$ cat src/rtl/cordic_pkg.sv
// Shared constants and tag layout for the Cordic sharing front end.
// The flip field exists only when CORDIC_ARB_QUADRANT_EN is defined.
package cordic_pkg;

  localparam int unsigned DEF_WIDTH            = 16;
  localparam int unsigned DEF_AWIDTH           = 16;
  localparam int unsigned DEF_EXTEND_PRECISION = 4;
  localparam int unsigned DEF_PIPELINE         = 15;

  // Wide enough for the largest supported requester count (8).
  localparam int unsigned TAG_ID_W = 3;

  localparam logic [DEF_AWIDTH-1:0] ANGLE_PI = 1 << (DEF_AWIDTH - 1);

  typedef struct packed {
    logic                valid;
    logic [TAG_ID_W-1:0] id;
`ifdef CORDIC_ARB_QUADRANT_EN
    logic                flip;
`endif
  } tag_t;

endpackage

$ cat src/rtl/cordic_rr_arbiter.sv
// Round-robin arbiter: grants the first requester at or after the pointer,
// and moves the pointer past the winner whenever the grant is taken.
module cordic_rr_arbiter #(
  parameter int unsigned NUM_REQ = 4,
  parameter int unsigned ID_W    = $clog2(NUM_REQ)
) (
  input  logic               clk,
  input  logic               rst_n,
  input  logic [NUM_REQ-1:0] i_req,
  input  logic               i_advance,
  output logic [NUM_REQ-1:0] o_grant_oh,
  output logic [ID_W-1:0]    o_grant_idx,
  output logic               o_grant_valid
);

  localparam int unsigned CandW = ID_W + 1;

  logic [ID_W-1:0]  r_ptr;
  logic [CandW-1:0] w_cand;

  // Walk from the farthest offset down so the nearest valid requester wins.
  always_comb begin
    o_grant_idx   = '0;
    o_grant_valid = 1'b0;
    w_cand        = '0;
    for (int k = NUM_REQ - 1; k >= 0; k--) begin
      w_cand = {1'b0, r_ptr} + CandW'(k);
      if (w_cand >= CandW'(NUM_REQ)) begin
        w_cand = w_cand - CandW'(NUM_REQ);
      end
      if (i_req[w_cand[ID_W-1:0]]) begin
        o_grant_idx   = w_cand[ID_W-1:0];
        o_grant_valid = 1'b1;
      end
    end
  end

  assign o_grant_oh = o_grant_valid ? (NUM_REQ'(1) << o_grant_idx) : '0;

  always_ff @(posedge clk) begin
    if (!rst_n) begin
      r_ptr <= '0;
    end else if (i_advance) begin
      r_ptr <= (o_grant_idx == ID_W'(NUM_REQ - 1)) ? '0 : o_grant_idx + 1'b1;
    end
  end

endmodule

$ cat src/rtl/cordic_arbiter.sv
// Shares one pipelined Cordic vectoring core between NUM_REQ requesters with a tag pipe.
// Define CORDIC_ARB_QUADRANT_EN to accept signed X (left half-plane folded, angle + pi).
module cordic_arbiter
  import cordic_pkg::*;
#(
  parameter int unsigned NUM_REQ          = 4,
  parameter int unsigned WIDTH            = DEF_WIDTH,
  parameter int unsigned AWIDTH           = DEF_AWIDTH,
  parameter int unsigned EXTEND_PRECISION = DEF_EXTEND_PRECISION,
  parameter int unsigned PIPELINE         = DEF_PIPELINE,
  localparam int unsigned IdW             = $clog2(NUM_REQ),
  localparam int unsigned OccW            = $clog2(PIPELINE + 1),
  localparam int unsigned RW              = WIDTH + EXTEND_PRECISION
) (
  input  logic                     clk,
  input  logic                     rst_n,
  input  logic [NUM_REQ-1:0]       req_valid,
  output logic [NUM_REQ-1:0]       req_ready,
  input  logic [NUM_REQ*WIDTH-1:0] req_x,
  input  logic [NUM_REQ*WIDTH-1:0] req_y,
  output logic                     cordic_ena,
  output logic [WIDTH-1:0]         cordic_xi,
  output logic [WIDTH-1:0]         cordic_yi,
  input  logic [RW-1:0]            cordic_r,
  input  logic [AWIDTH-1:0]        cordic_a,
  output logic [NUM_REQ-1:0]       rsp_valid,
  input  logic [NUM_REQ-1:0]       rsp_ready,
  output logic [RW-1:0]            rsp_r,
  output logic [AWIDTH-1:0]        rsp_a,
  output logic [OccW-1:0]          occupancy,
  output logic                     busy
);

  logic [NUM_REQ-1:0] w_grant_oh;
  logic [IdW-1:0]     w_grant_idx;
  logic               w_grant_valid;
  logic [WIDTH-1:0]   w_x;
  logic [WIDTH-1:0]   w_y;

  tag_t               r_tag [PIPELINE];
  tag_t               w_tail;
  tag_t               w_issue_tag;
  logic               w_tail_valid;
  logic [IdW-1:0]     w_tail_id;
  logic               w_unused_id;
  logic               w_stall;
  logic               w_issue;
  logic               w_retire;
  logic [OccW-1:0]    r_occ;

  cordic_rr_arbiter #(
    .NUM_REQ (NUM_REQ),
    .ID_W    (IdW)
  ) u_rr_arbiter (
    .clk           (clk),
    .rst_n         (rst_n),
    .i_req         (req_valid),
    .i_advance     (w_issue),
    .o_grant_oh    (w_grant_oh),
    .o_grant_idx   (w_grant_idx),
    .o_grant_valid (w_grant_valid)
  );

  // Tail bookkeeping; gated by rst_n so nothing stale is presented while in reset.
  assign w_tail       = r_tag[PIPELINE-1];
  assign w_tail_valid = w_tail.valid & rst_n;
  assign w_tail_id    = w_tail.id[IdW-1:0];
  assign w_unused_id  = ^w_tail.id;

  assign w_stall    = w_tail_valid & ~rsp_ready[w_tail_id];
  assign cordic_ena = ~w_stall;
  assign w_issue    = w_grant_valid & cordic_ena & rst_n;
  assign w_retire   = w_tail_valid & rsp_ready[w_tail_id];

  assign req_ready = w_grant_oh & {NUM_REQ{cordic_ena & rst_n}};

  assign w_x = w_grant_valid ? req_x[w_grant_idx*WIDTH +: WIDTH] : '0;
  assign w_y = w_grant_valid ? req_y[w_grant_idx*WIDTH +: WIDTH] : '0;

`ifdef CORDIC_ARB_QUADRANT_EN
  localparam logic [WIDTH-1:0]  SMin    = {1'b1, {(WIDTH - 1){1'b0}}};
  localparam logic [AWIDTH-1:0] AnglePi = {1'b1, {(AWIDTH - 1){1'b0}}};

  logic w_flip;

  // Left half-plane operands are rotated by pi; -y saturates so it stays representable.
  assign w_flip    = w_x[WIDTH-1];
  assign cordic_xi = w_flip ? -w_x : w_x;
  assign cordic_yi = w_flip ? ((w_y == SMin) ? ~SMin : -w_y) : w_y;
  assign rsp_a     = w_tail.flip ? cordic_a + AnglePi : cordic_a;
`else
  assign cordic_xi = w_x;
  assign cordic_yi = w_y;
  assign rsp_a     = cordic_a;
`endif

  always_comb begin
    w_issue_tag       = '0;
    w_issue_tag.valid = w_issue;
    w_issue_tag.id    = TAG_ID_W'(w_grant_idx);
`ifdef CORDIC_ARB_QUADRANT_EN
    w_issue_tag.flip  = w_flip;
`endif
  end

  assign rsp_valid = w_tail_valid ? (NUM_REQ'(1) << w_tail_id) : '0;
  assign rsp_r     = cordic_r;

  // Tag pipe moves in lockstep with the core; frozen in place while stalled.
  always_ff @(posedge clk) begin
    if (!rst_n) begin
      for (int i = 0; i < PIPELINE; i++) begin
        r_tag[i] <= '0;
      end
    end else if (cordic_ena) begin
      r_tag[0] <= w_issue_tag;
      for (int i = 1; i < PIPELINE; i++) begin
        r_tag[i] <= r_tag[i-1];
      end
    end
  end

  always_ff @(posedge clk) begin
    if (!rst_n) begin
      r_occ <= '0;
    end else if (w_issue && !w_retire) begin
      r_occ <= r_occ + OccW'(1);
    end else if (!w_issue && w_retire) begin
      r_occ <= r_occ - OccW'(1);
    end
  end

  assign occupancy = r_occ;
  assign busy      = (r_occ != '0);

endmodule
$ cat config.mk
export PLATFORM = sky130hd
export DESIGN_NAME = cordic_arbiter
export DESIGN_NICKNAME = d
export VERILOG_FILES = /design/src/rtl/cordic_pkg.sv /design/src/rtl/cordic_rr_arbiter.sv /design/src/rtl/cordic_arbiter.sv
export SDC_FILE = /design/constraint.sdc
export NUM_CORES = 1
export LEC_CHECK = 0
export BUFFER_PORTS_ARGS = -buffer_cell sky130_fd_sc_hd__buf_2
export CORE_ASPECT_RATIO = 1.1
export CORE_MARGIN = 10
export CORE_UTILIZATION = 37
export CTS_BUF_LIST = sky130_fd_sc_hd__clkbuf_8 sky130_fd_sc_hd__clkbuf_16
export DETAILED_ROUTE_END_ITERATION = 16
export GPL_TIMING_DRIVEN = 0
export PLACE_DENSITY = 0.75
export SETUP_SLACK_MARGIN = 0.05
export SLEW_MARGIN = 10
export SYNTH_ARGS = -nofsm -noshare
export SYNTH_HDL_FRONTEND = slang
export SYNTH_SLANG_ARGS = --single-unit
export TNS_END_PERCENT = 20
$ cat constraint.sdc
create_clock -name clk -period 3.2 [get_ports clk]
set_input_delay 0.96 -clock clk [delete_from_list [all_inputs] [get_ports clk]]
set_output_delay 0.96 -clock clk [all_outputs]
set_load 0.01 [all_outputs]
==> Implementation_results.wiki <==
{| class="wikitable"
! Metric !! Value
|-
| Outcome || finished with violations
|-
| Failing checks || setup timing
|-
| Max Fclk || 304 MHz
|-
| Total I/O pin count || 256
|-
| Post-Synthesis Net Count || 496
|-
| Overall power consumption || 2.62 mW
|-
| Max-slew violations || 0
|-
| FF+latch area || 1470 sq um
|-
| Clock Path Buffers || 2
|-
| Clock slew seen by the registers of the worst setup and hold paths || 0.09 ns
|-
| Placeable Area || 8960 sq um
|-
| Maximum capacitance violations || 0
|-
| Maximum number of pins on one net before global-route repair || 46
|-
| Iteration count of the initial detailed-routing pass || 4
|-
| Maximum fanout along the worst path || 10
|-
| Tightest Pin Transition || 1.03 ns
|-
| Die outline height || 121 um
|-
| Skew final || 0.0106 ns
|-
| DR DRC count || 0
|-
| Accumulated negative setup slack || -0.828 ns
|-
| Vias per inst || 4.95
|-
| Unrepaired setup endpoints after global routing || true
|-
| Crit start category || primary input
|-
| CTS H-tree lvls || 2
|-
| TritonCTS clock tree || built
|-
| Number of buffers created by CTS || 5
|-
| Post-route worst hold slack || 0.506 ns
|-
| Instance count after placement with tap cells included || 647
|-
| Antenna violations before repair || 2
|-
| Post-route non-filler standard cell count || 668
|-
| Period utilisation layout || 103%
|-
| Most frequent cells in the layout || sky130_fd_sc_hd__buf_2, sky130_fd_sc_hd__mux2i_1, sky130_fd_sc_hd__and2_1
|-
| Total of flip-flops plus latches after synthesis || 51
|-
| Global-route wire length before repair || 19700 um
|-
| Cell area after synthesis || 3450 sq um
|-
| Count of flip-flops with a built-in enable after synthesis || 45
|-
| Cell Pwr Density || 498 nW/um^2
|-
| Total setup violations reported at the end of the flow || 30
|-
| Fraction of registers with async set or reset after synthesis || 0%
|-
| Sequential share of the synthesized area || 42.6%
|-
| Most instantiated flip-flop cell in the synthesis netlist || sky130_fd_sc_hd__edfxtp_1
|-
| Overall track demand over capacity in global routing || 18.0%
|-
| Kind of critical path || primary input to output pin
|-
| Clk root buf || sky130_fd_sc_hd__clkbuf_8
|-
| Via total after detailed routing || 3309
|-
| Antenna-violating nets left || 0
|-
| Relative slew slack || 31.3%
|-
| Count of clock tree sinks || 51
|-
| Vias in the first global route || 3566
|-
| Critical Path End Type || output pin
|-
| Effective utilization at floorplan || 38.5%
|-
| Post-Synthesis Cells || 314
|-
| Half-perimeter wire length of the detailed placement result || 11300 um
|-
| Final critical delay including setup and external delays || 3.29 ns
|-
| Leakage dissipation || 2.77 nW
|-
| Worst-skew pair later-pin latency || 0.31 ns
|-
| Area of the die || 13600 sq um
|-
| Worst path arrival time || 2.33 ns
|-
| Worst hold path class || flop to flop
|-
| Width of the die || 112 um
|-
| Setup ws final || -0.0865 ns
|-
| Layout fillers || 731
|-
| Cell row count || 36
|-
| Final-stage net count || 732
|-
| Layout Area Growth over Synthesis || 52.1%
|-
| DRC violation total after the first TritonRoute iteration || 204
|-
| Most frequent standard cell in the layout excluding fill and tap cells || sky130_fd_sc_hd__buf_2
|-
| Mean routed wirelength per cell || 20.5 um
|-
| Routability Congestion || 0.807
|-
| Count of final hold-check violations || 0
|-
| Total area of multi-input combinational cells || 1750 sq um
|-
| Overflow after GRT || 0
|-
| Number of I/O port buffers || 219
|-
| Count of cell types in the netlist || 33
|-
| Critical path data required time || 2.24 ns
|-
| Number of hold buffers added after cts || 0
|-
| Synth warnings || 0
|-
| Synth Area per Inst || 11.0 sq um
|-
| IR Drop Worst-Case VDD || 0.000256 V
|-
| Total wire length after detailed routing || 13700 um
|-
| Share of layout cells above drive strength 1 || 57.7%
|}
## cell families (layout without fill, tap and decap cells)
logic type	count (synthesis)	in the layout	synth area share, %
flops	51	51	42.6
other cells	0	3	0
fa+ha+maj	8	8	3.12
compound gates	47	47	8.88
mux	66	66	19.5
xor+xnor	3	3	0.761
buf+inv	60	297	11.6
simple gates	79	79	13.6
## cell type report
cell class	count	share of cell area, %
Multi-Input combinational cell	203	33.4
Antenna cell	3	0.143
Sequential cell	51	28.0
Clock inverter	3	0.738
Buffer	55	8.86
Clock buffer	5	1.31
Timing Repair Buffer	229	24.2
Tap cell	114	2.71
Inverter	5	0.643
## power by group
group	leakage (nW)	switching [mW]	total [mW]	internal, mW
sequential	0.600	0.0282	0.771	0.743
clock	0.0556	0.206	0.436	0.229
combinational	2.11	0.687	1.41	0.722
total	2.77	0.921	2.62	1.69
## sequential cells by signal (all words and copies together) (netlist names)
signal,count
r_tag,45
occupancy,4
u_rr_arbiter.r_ptr,2
## cell usage after synthesis (3+ instances only)
master	number	area [sq um]
sky130_fd_sc_hd__mux2i_1	65	651
sky130_fd_sc_hd__and2_1	47	294
sky130_fd_sc_hd__edfxtp_1	45	1350
sky130_fd_sc_hd__buf_4	37	278
sky130_fd_sc_hd__o22ai_1	33	206
sky130_fd_sc_hd__clkbuf_1	10	37.5
sky130_fd_sc_hd__ha_1	7	87.6
sky130_fd_sc_hd__nand2_1	7	26.3
sky130_fd_sc_hd__dfxtp_1	6	120
sky130_fd_sc_hd__nor2b_1	6	37.5
sky130_fd_sc_hd__and3_1	4	25.0
sky130_fd_sc_hd__buf_2	4	20.0
sky130_fd_sc_hd__buf_6	4	45.0
sky130_fd_sc_hd__inv_1	4	15.0
sky130_fd_sc_hd__o21ai_0	4	20.0
sky130_fd_sc_hd__a21o_1	3	22.5
sky130_fd_sc_hd__nor2_1	3	11.3
sky130_fd_sc_hd__nor3_1	3	15.0
sky130_fd_sc_hd__xnor2_1	3	26.3
## repair_timing
item	4_1_cts	5_1_grt
buffers inserted	8	1
gates cloned	1	0
resized for setup	61	22
pin swaps	11	20
setup endpoints to repair	36	37
## worst paths after layout
check             cells after the start                       start  slack (ns)                         to
hold reg to reg                       2   occupancy[3]$_SDFFE_PN0P_        0.51  occupancy[3]$_SDFFE_PN0P_
setup reg to reg                     13  r_tag[1][24]$_SDFFCE_PN0P_        0.27  occupancy[3]$_SDFFE_PN0P_
hold / removal                        2   occupancy[3]$_SDFFE_PN0P_        0.51  occupancy[3]$_SDFFE_PN0P_
setup / recovery                      9                req_valid[0]       -0.09               cordic_xi[9]
## layer usage
metal / global-route usage (%) / wire length [um] / up-vias
li1: - / - / 1583
met1: 21.8 / 5510 / 1550
met2: 29.8 / 6840 / 160
met3: 6.82 / 1150 / 16
met4: 3.57 / 178 / 0
met5: 0 / 0 / -
## critical path: stages
cell and delay [ns]:
sky130_fd_sc_hd__buf_8 0.08, sky130_fd_sc_hd__nor2b_4 0.14, sky130_fd_sc_hd__nor3_2 0.06, sky130_fd_sc_hd__o22ai_2 0.21, sky130_fd_sc_hd__buf_6 0.21, sky130_fd_sc_hd__buf_12 0.16, sky130_fd_sc_hd__mux2i_1 0.23, sky130_fd_sc_hd__o22ai_1 0.11
sky130_fd_sc_hd__buf_2 0.17
## stage by stage
step / util [%] / setup slack, ns / area [sq um]
5_1_grt: 58.6 / -0.155 / 5250
3_3_place_gp: 52.7 / -0.610 / 4720
6_report: 58.6 / -0.0865 / 5250
4_1_cts: 57.4 / -0.0790 / 5140
2_1_floorplan: - / -0.00568 / 3480
3_5_place_dp: 52.7 / -0.660 / 4720
Power figures use the tool's default switching activity.
